**config.mk**
```make
export PLATFORM = sky130hd
export DESIGN_NAME = pulse_stretcher
export DESIGN_NICKNAME = d
export VERILOG_FILES = /design/src/rtl/pulse_stretcher.sv
export SDC_FILE = /design/constraint.sdc
export NUM_CORES = 1
export LEC_CHECK = 0
export ABC_AREA = 1
export BUFFER_PORTS_ARGS = -buffer_cell sky130_fd_sc_hd__buf_2
export CAP_MARGIN = 5
export CORE_UTILIZATION = 50
export DETAILED_ROUTE_END_ITERATION = 8
export HOLD_SLACK_MARGIN = 0.05
export PLACE_DENSITY = 0.7
export RECOVER_POWER = 100
export SLEW_MARGIN = 20
export SYNTH_ARGS = -nofsm -noshare
export SYNTH_HDL_FRONTEND = slang
export SYNTH_SLANG_ARGS = --single-unit
```
**constraint.sdc**
```tcl
create_clock -name clk_in -period 1.3 [get_ports clk_in]
set_input_delay 0.065 -clock clk_in [delete_from_list [all_inputs] [get_ports clk_in]]
set_output_delay 0.065 -clock clk_in [all_outputs]
set_load 0.05 [all_outputs]
```
**src/rtl/pulse_stretcher.sv**
```systemverilog
// Stretches one-cycle requests into HOLD_CYCLES-long high pulses, each followed by GAP_CYCLES forced low.
// Optional macro PULSE_STRETCHER_QUEUE_EN: queue up to 7 requests that arrive while busy.
module pulse_stretcher #(
    parameter int unsigned HOLD_CYCLES = 10,
    parameter int unsigned GAP_CYCLES  = 2
) (
    input  logic       clk_in,
    input  logic       reset,
    input  logic       P_in,
    output logic       L_out,
    output logic       busy,
    output logic [2:0] pending,
    output logic       overflow
);

    typedef enum logic [1:0] {
        IDLE,
        HOLD,
        GAP
    } state_e;

    localparam logic [15:0] HOLD_LOAD = 16'(HOLD_CYCLES - 1);
    localparam logic [15:0] GAP_LOAD  = 16'(GAP_CYCLES - 1);

    state_e      state_q;
    logic [15:0] cnt_q;
    logic        lout_q;
    logic        busy_q;
    logic        ovf_q;

`ifdef PULSE_STRETCHER_QUEUE_EN
    logic [2:0]  pend_q;

    // A full queue drops the request, even on the edge that starts a queued hold.
    always_ff @(posedge clk_in) begin
        if (reset) begin
            state_q <= IDLE;
            cnt_q   <= '0;
            lout_q  <= 1'b0;
            busy_q  <= 1'b0;
            ovf_q   <= 1'b0;
            pend_q  <= '0;
        end else begin
            case (state_q)
                IDLE: begin
                    if (P_in) begin
                        state_q <= HOLD;
                        lout_q  <= 1'b1;
                        busy_q  <= 1'b1;
                        cnt_q   <= HOLD_LOAD;
                    end
                end
                HOLD: begin
                    if (cnt_q == '0) begin
                        state_q <= GAP;
                        lout_q  <= 1'b0;
                        cnt_q   <= GAP_LOAD;
                    end else begin
                        cnt_q <= cnt_q - 16'd1;
                    end
                    if (P_in) begin
                        if (pend_q != 3'd7) pend_q <= pend_q + 3'd1;
                        else                ovf_q  <= 1'b1;
                    end
                end
                GAP: begin
                    if (cnt_q != '0) begin
                        cnt_q <= cnt_q - 16'd1;
                        if (P_in) begin
                            if (pend_q != 3'd7) pend_q <= pend_q + 3'd1;
                            else                ovf_q  <= 1'b1;
                        end
                    end else if (pend_q != '0) begin
                        state_q <= HOLD;
                        lout_q  <= 1'b1;
                        cnt_q   <= HOLD_LOAD;
                        if (P_in && pend_q != 3'd7) begin
                            pend_q <= pend_q;
                        end else begin
                            pend_q <= pend_q - 3'd1;
                            if (P_in) ovf_q <= 1'b1;
                        end
                    end else if (P_in) begin
                        state_q <= HOLD;
                        lout_q  <= 1'b1;
                        cnt_q   <= HOLD_LOAD;
                    end else begin
                        state_q <= IDLE;
                        busy_q  <= 1'b0;
                    end
                end
                default: begin
                    state_q <= IDLE;
                    lout_q  <= 1'b0;
                    busy_q  <= 1'b0;
                    cnt_q   <= '0;
                end
            endcase
        end
    end

    assign pending = pend_q;
`else
    // Without the queue every request seen while busy is dropped, except one on the final gap edge.
    always_ff @(posedge clk_in) begin
        if (reset) begin
            state_q <= IDLE;
            cnt_q   <= '0;
            lout_q  <= 1'b0;
            busy_q  <= 1'b0;
            ovf_q   <= 1'b0;
        end else begin
            case (state_q)
                IDLE: begin
                    if (P_in) begin
                        state_q <= HOLD;
                        lout_q  <= 1'b1;
                        busy_q  <= 1'b1;
                        cnt_q   <= HOLD_LOAD;
                    end
                end
                HOLD: begin
                    if (cnt_q == '0) begin
                        state_q <= GAP;
                        lout_q  <= 1'b0;
                        cnt_q   <= GAP_LOAD;
                    end else begin
                        cnt_q <= cnt_q - 16'd1;
                    end
                    if (P_in) ovf_q <= 1'b1;
                end
                GAP: begin
                    if (cnt_q != '0) begin
                        cnt_q <= cnt_q - 16'd1;
                        if (P_in) ovf_q <= 1'b1;
                    end else if (P_in) begin
                        state_q <= HOLD;
                        lout_q  <= 1'b1;
                        cnt_q   <= HOLD_LOAD;
                    end else begin
                        state_q <= IDLE;
                        busy_q  <= 1'b0;
                    end
                end
                default: begin
                    state_q <= IDLE;
                    lout_q  <= 1'b0;
                    busy_q  <= 1'b0;
                    cnt_q   <= '0;
                end
            endcase
        end
    end

    assign pending = 3'd0;
`endif

    assign L_out    = lout_q;
    assign busy     = busy_q;
    assign overflow = ovf_q;

endmodule

```
* After elaboration in Yosys (flattened, before gate mapping)
Cells that the tools add are included.
** Operators by class
- $add $sub $neg :: 1
- $mul :: 0
- Divide/modulo/power cells :: 0
- Magnitude comparators :: 0
- Equal/unequal tests :: 7
- Shift-type cells :: 0
- Multiplexer cells :: 20
- Bitwise gates (word level) :: 1
- Reduce and logical (&&, ||, !) cells :: 8
** Operators by type and width (count)
- 2-to-1 mux 16 bit :: 3
- one-hot mux 16 bit (3 select lines) :: 1
- zero test 16 bit :: 1
- nonzero test 16 bit :: 1
- subtractor 16 x 1 -> 16 bit (second input constant) :: 1
- inequality test 2 bit (second input constant) :: 5
- 2-to-1 mux 1 bit :: 9
- 2-to-1 mux 2 bit :: 3
- one-hot mux 1 bit (3 select lines) :: 2
- one-hot mux 2 bit (3 select lines) :: 1
- AND reduction 2 bit :: 2
- AND reduction 4 bit :: 1
- AND reduction 3 bit :: 1
- equality test 2 x 1 -> 1 bit (second input constant) :: 1
- equality test 2 bit (second input constant) :: 1
- zero test 2 bit :: 1
- one-hot mux 1 bit (2 select lines) :: 1
- nonzero test 2 bit :: 1
- NOT 1 bit :: 1
** Storage, ports and cells
- Flip-flop bits (word level) :: 21
- Bits in latches :: 0
- RAM bits :: 0
- ROM bits :: 0
- Input port bits :: 3
- Output and inout port bits :: 6
- Word-level logic and storage cells :: 42
- Memories :: 0

* Longest topological paths before layout
- Depth after elaboration :: 3
- Gate-level depth with buffers :: 10
- Depth with buffers taken out :: 10

* Worst setup path after synthesis
Ideal clock, no wire load.
- Path type :: register to register
- From :: register cnt_q[0]
- To :: register lout_q (netlist: L_out)
- Arrival :: 1275 ps
- Slack :: -92 ps
- Stages on the path, launching flop included :: 10
- Buffers on the path :: 0
- Cell sequence :: dfxtp_1 > inv_1 > ha_1 > nand2_4 > nor2_8 > nand2_4 > o21ai_4 > inv_4 > o21ai_1 > nor2_1
** Between the ends
- Cells in the longest elaborated chain, start to end :: 3
- Elaborated cells between the ends (all ways) :: 5
** Ends and longest elaborated chain
- start: declaration :: line 26 : logic [15:0] cnt_q;
- start signal: assignment :: line 128 : cnt_q <= cnt_q - 16'd1;
- start signal: assignment :: line 134 : cnt_q <= cnt_q - 16'd1;
- nonzero test 16 bit / zero test 16 bit (equally long branches) :: line 133, 123
- inequality test 2 bit (no line)
- AND reduction 2 bit (no line) (*)
- end signal: assignment :: line 125 : lout_q <= 1'b0;
- end signal: assignment :: line 138 : lout_q <= 1'b1;
- end signal: assignment :: line 147 : lout_q <= 1'b0;
- end: declaration :: line 27 : logic lout_q;
Every way passes the cells marked *; elsewhere a longest branch is shown, timed or not.
A chain may end at the register's enable or synchronous reset.

* Worst setup path in the final report
- From :: register cnt_q[15]
- To :: register cnt_q[12]
** Between the ends
- Cells in the longest elaborated chain, start to end :: 3
- Elaborated cells between the ends (all ways) :: 5
** Ends and longest elaborated chain
- nonzero test 16 bit / zero test 16 bit (equally long branches) :: line 133, 123
- 2-to-1 mux 16 bit, on equally long branches :: line 133, 123
- one-hot mux 16 bit (3 select lines) (*) :: line 113 : case (state_q)
Marks and branches as above.

==> metrics.csv <==
stage;metric;value;unit
status;outcome;complete, but fails checks;
status;failing checks;setup timing;
logic_synthesis;Synth warnings;0;
timing;Final Cycle Share;104.8;%
finish;Area growth syn-to-layout;29.77;%
worst_hold_path;HP Class;in -> reg;
timing;final hold slack;0.1658;ns
finish;Net count, final;258;
placement;Final Wtd Congestion;0.8355;
clocking;Worst-Skew Late Latency;0.32;ns
global_route;initial antenna violation count;0;
placement;Buffers on Ports;5;
critical_path;crit path buf inv count;1;
floorplanning;Die Height;55.86;um
floorplanning;cell row count;19;
drt;drt total wl;3531;um
floorplanning;die width;55.86;um
clocking;clock buffer depth;2;
global_route;grt ovf;0;
clocking;CTS tree;built;
timing;final worst slack;-0.06221;ns
critical_path;Setup crit start kind;register;
logic_synthesis;asr flop ratio synth;0;%
critical_path;Worst EP required;1.50;ns
drt;vias;1439;
finish;fillcell total;234;
global_route;vias in the first global route;1346;
drt;Iter 0 DRT Violations;29;
worst_hold_path;Hold Path Origin;reset;
critical_path;crit path max-delay cell type;dfxtp_2;
job;Max-cap violations;0;
drt;Via density;5.067;
logic_synthesis;cell taking the most area after synthesis;dfxtp_1;
finish;n_diodes;0;
critical_path;instance count on the critical path;8;
clocking;clock slew seen by the registers of the worst setup and hold paths;0.12;ns
critical_path;launch point of the worst reg-to-reg path;cnt_q[15];
timing;Final Hold Viols;0;
critical_path;family with the most delay on the worst path;simple AND/OR/NAND/NOR gates;
timing;min Tclk post-route;1.362;ns
drt;antenna-violating nets left;0;
placement;Final HPWL DP;2572;um
critical_path;R2R cell count;8;
drt;Met2 Wirelength;1630;um
clocking;H-tree Lvls;1;
drt;DRT Pass-1 Iters;4;
logic_synthesis;Seq/Total Area, Yosys;28.99;%
critical_path;Worst setup EP type;register;
logic_synthesis;Post-synth EDFFs;0;
critical_path;delay of the slowest cell on the worst path;0.35;ns
timing;unrepaired setup endpoints after global routing;yes;
critical_path;WS Path Type;reg -> reg;
timing;max-slew violation count;0;
logic_synthesis;top cell type's share of synthesized area;28.99;%
finish;Register Area;430.4;um2
clocking;CTS Buf Count;3;
drt;Avg WL per Cell;12.43;um
placement;pre-CTS setup slack;-0.09415;ns
finish;multi-input combinational cell area;1006;um2
critical_path;crit path from;cnt_q[15];
timing;maximum clock frequency;734.1;MHz
drt;Metal-1 WL;1686;um
drt;uppermost layer routed;met4;
logic_synthesis;post-synthesis instance total;215;
critical_path;crit-path max FO;8;
finish;share of cells above drive strength 1;41.90;%
clocking;clock root buffer;clkbuf_4;
drt;drt drc;0;
logic_synthesis;top cells by area, synth;dfxtp_1 (29%), nand2_1 (14%), nor2_1 (7.0%);
logic_synthesis;Post-Syn Area;1450;um2
worst_hold_path;hold path depth;2;
drt;routed wl met3;116;um
floorplanning;placeable core area;2758;um2
logic_synthesis;syn_area_per_cell;6.745;um2
floorplanning;die area;3120;um2
logic_synthesis;#FFs+latches synth;21;
finish;commonest non-fill, non-tap cell in the layout;nand2_1;
global_route;largest net degree at the start of global routing;20;
timing;Finish-stage setup viols;14;
logic_synthesis;Primary FF master, synth;dfxtp_1;
floorplanning;IO Count;9;
clocking;Clock Sink Count;21;
global_route;All-Layer GR Usage;23.91;%
logic_synthesis;Synth cell types;28;
global_route;global-route wire length before repair;5906;um
critical_path;crit-path cells;nor2_1 -> nand2_2 -> nor2_4 -> nand2_8 -> o21ai_4 -> inv_4 -> nand2_1 -> a21oi_2;
finish;most frequent cells in the layout;nand2_1 (50), buf_4 (31), nor2_1 (21), inv_1 (18), nand3_1 (17);
critical_path;WP data arrival;1.56;ns
floorplanning;Starting Density;52.59;%
timing;Worst Skew;0.008684;ns
## flip-flops by register name, indices dropped and copies added (netlist names)
signal    count
L_out         1
busy          1
cnt_q        16
overflow      1
state_q       2
## metal layers
metal / vias to the layer above / GRT usage, %
met5: - / 0
met4: 0 / 9.756
li1: 746 / -
met3: 9 / 3.023
met2: 33 / 38.38
met1: 651 / 32.61
## worst register-to-register path, stage by stage, from the launching register on
cell and delay [ns]:
dfxtp_2 0.35, nor2_1 0.16, nand2_2 0.10, nor2_4 0.18
nand2_8 0.10, o21ai_4 0.10, inv_4 0.09, nand2_1 0.11
a21oi_2 0.05
## cells in the mapped netlist (2+ instances only)
cell type,count
o21ai_1,2
nor2_2,5
o21ai_0,6
nand2_4,4
inv_1,20
inv_2,5
nand3_1,19
nor2_1,27
dfxtp_1,21
a21oi_2,7
nand3b_1,3
a21oi_1,11
xnor2_1,2
nor2_4,7
nand2_2,6
buf_4,4
xor2_1,3
nand2_1,53
## metrics by stage
stage / utilization, % / instance area (um2) / TNS, ns / std cells
after global placement: 61.57 / 1698 / -0.4417 / 274
final: 68.24 / 1882 / -0.4515 / 284
after detailed placement: 61.57 / 1698 / -0.7173 / 274
after global routing: 68.24 / 1882 / -1.943 / 284
after floorplan: - / 1470 / 0 / 217
after CTS: 64.70 / 1784 / -0.2009 / 281
## area by class of cell
type / count / share of cell area (%)
Sequential cell: 21 / 22.87
Inverter: 26 / 5.319
Tap cell: 31 / 2.061
Timing Repair Buffer: 38 / 14.83
Clock inverter: 1 / 0.2660
Clock buffer: 3 / 1.197
Multi-Input combinational cell: 164 / 53.46
## cells by family (layout without fill, tap and decap cells)
logic type | after synthesis | after routing | synth area share (%)
fa+ha+maj | 1 | 1 | 0.8627
simple gates | 127 | 127 | 44.87
flops | 21 | 21 | 28.99
compound gates | 28 | 28 | 12.43
other cells | 1 | 3 | 0.2586
xor+xnor | 5 | 5 | 3.020
buf+inv | 32 | 68 | 9.577
## what timing repair did
item	CTS	global route
pin swaps	5	5
setup buffers	2	3
endpoints found under the hold margin	1	0
setup endpoints to repair	19	21
hold buffers	1	0
gates resized for setup	11	23
## path summary, 6_finish.rpt
kind,to,slack (ns)
worst max-delay path,cnt_q[12],-0.06
worst min-delay path,cnt_q[14],0.17
worst max register to register,cnt_q[12],-0.06
worst min register to register,overflow,0.50
Power is not shown: default switching activity piles up to over one toggle a cycle in this logic, so the estimate is an artifact.
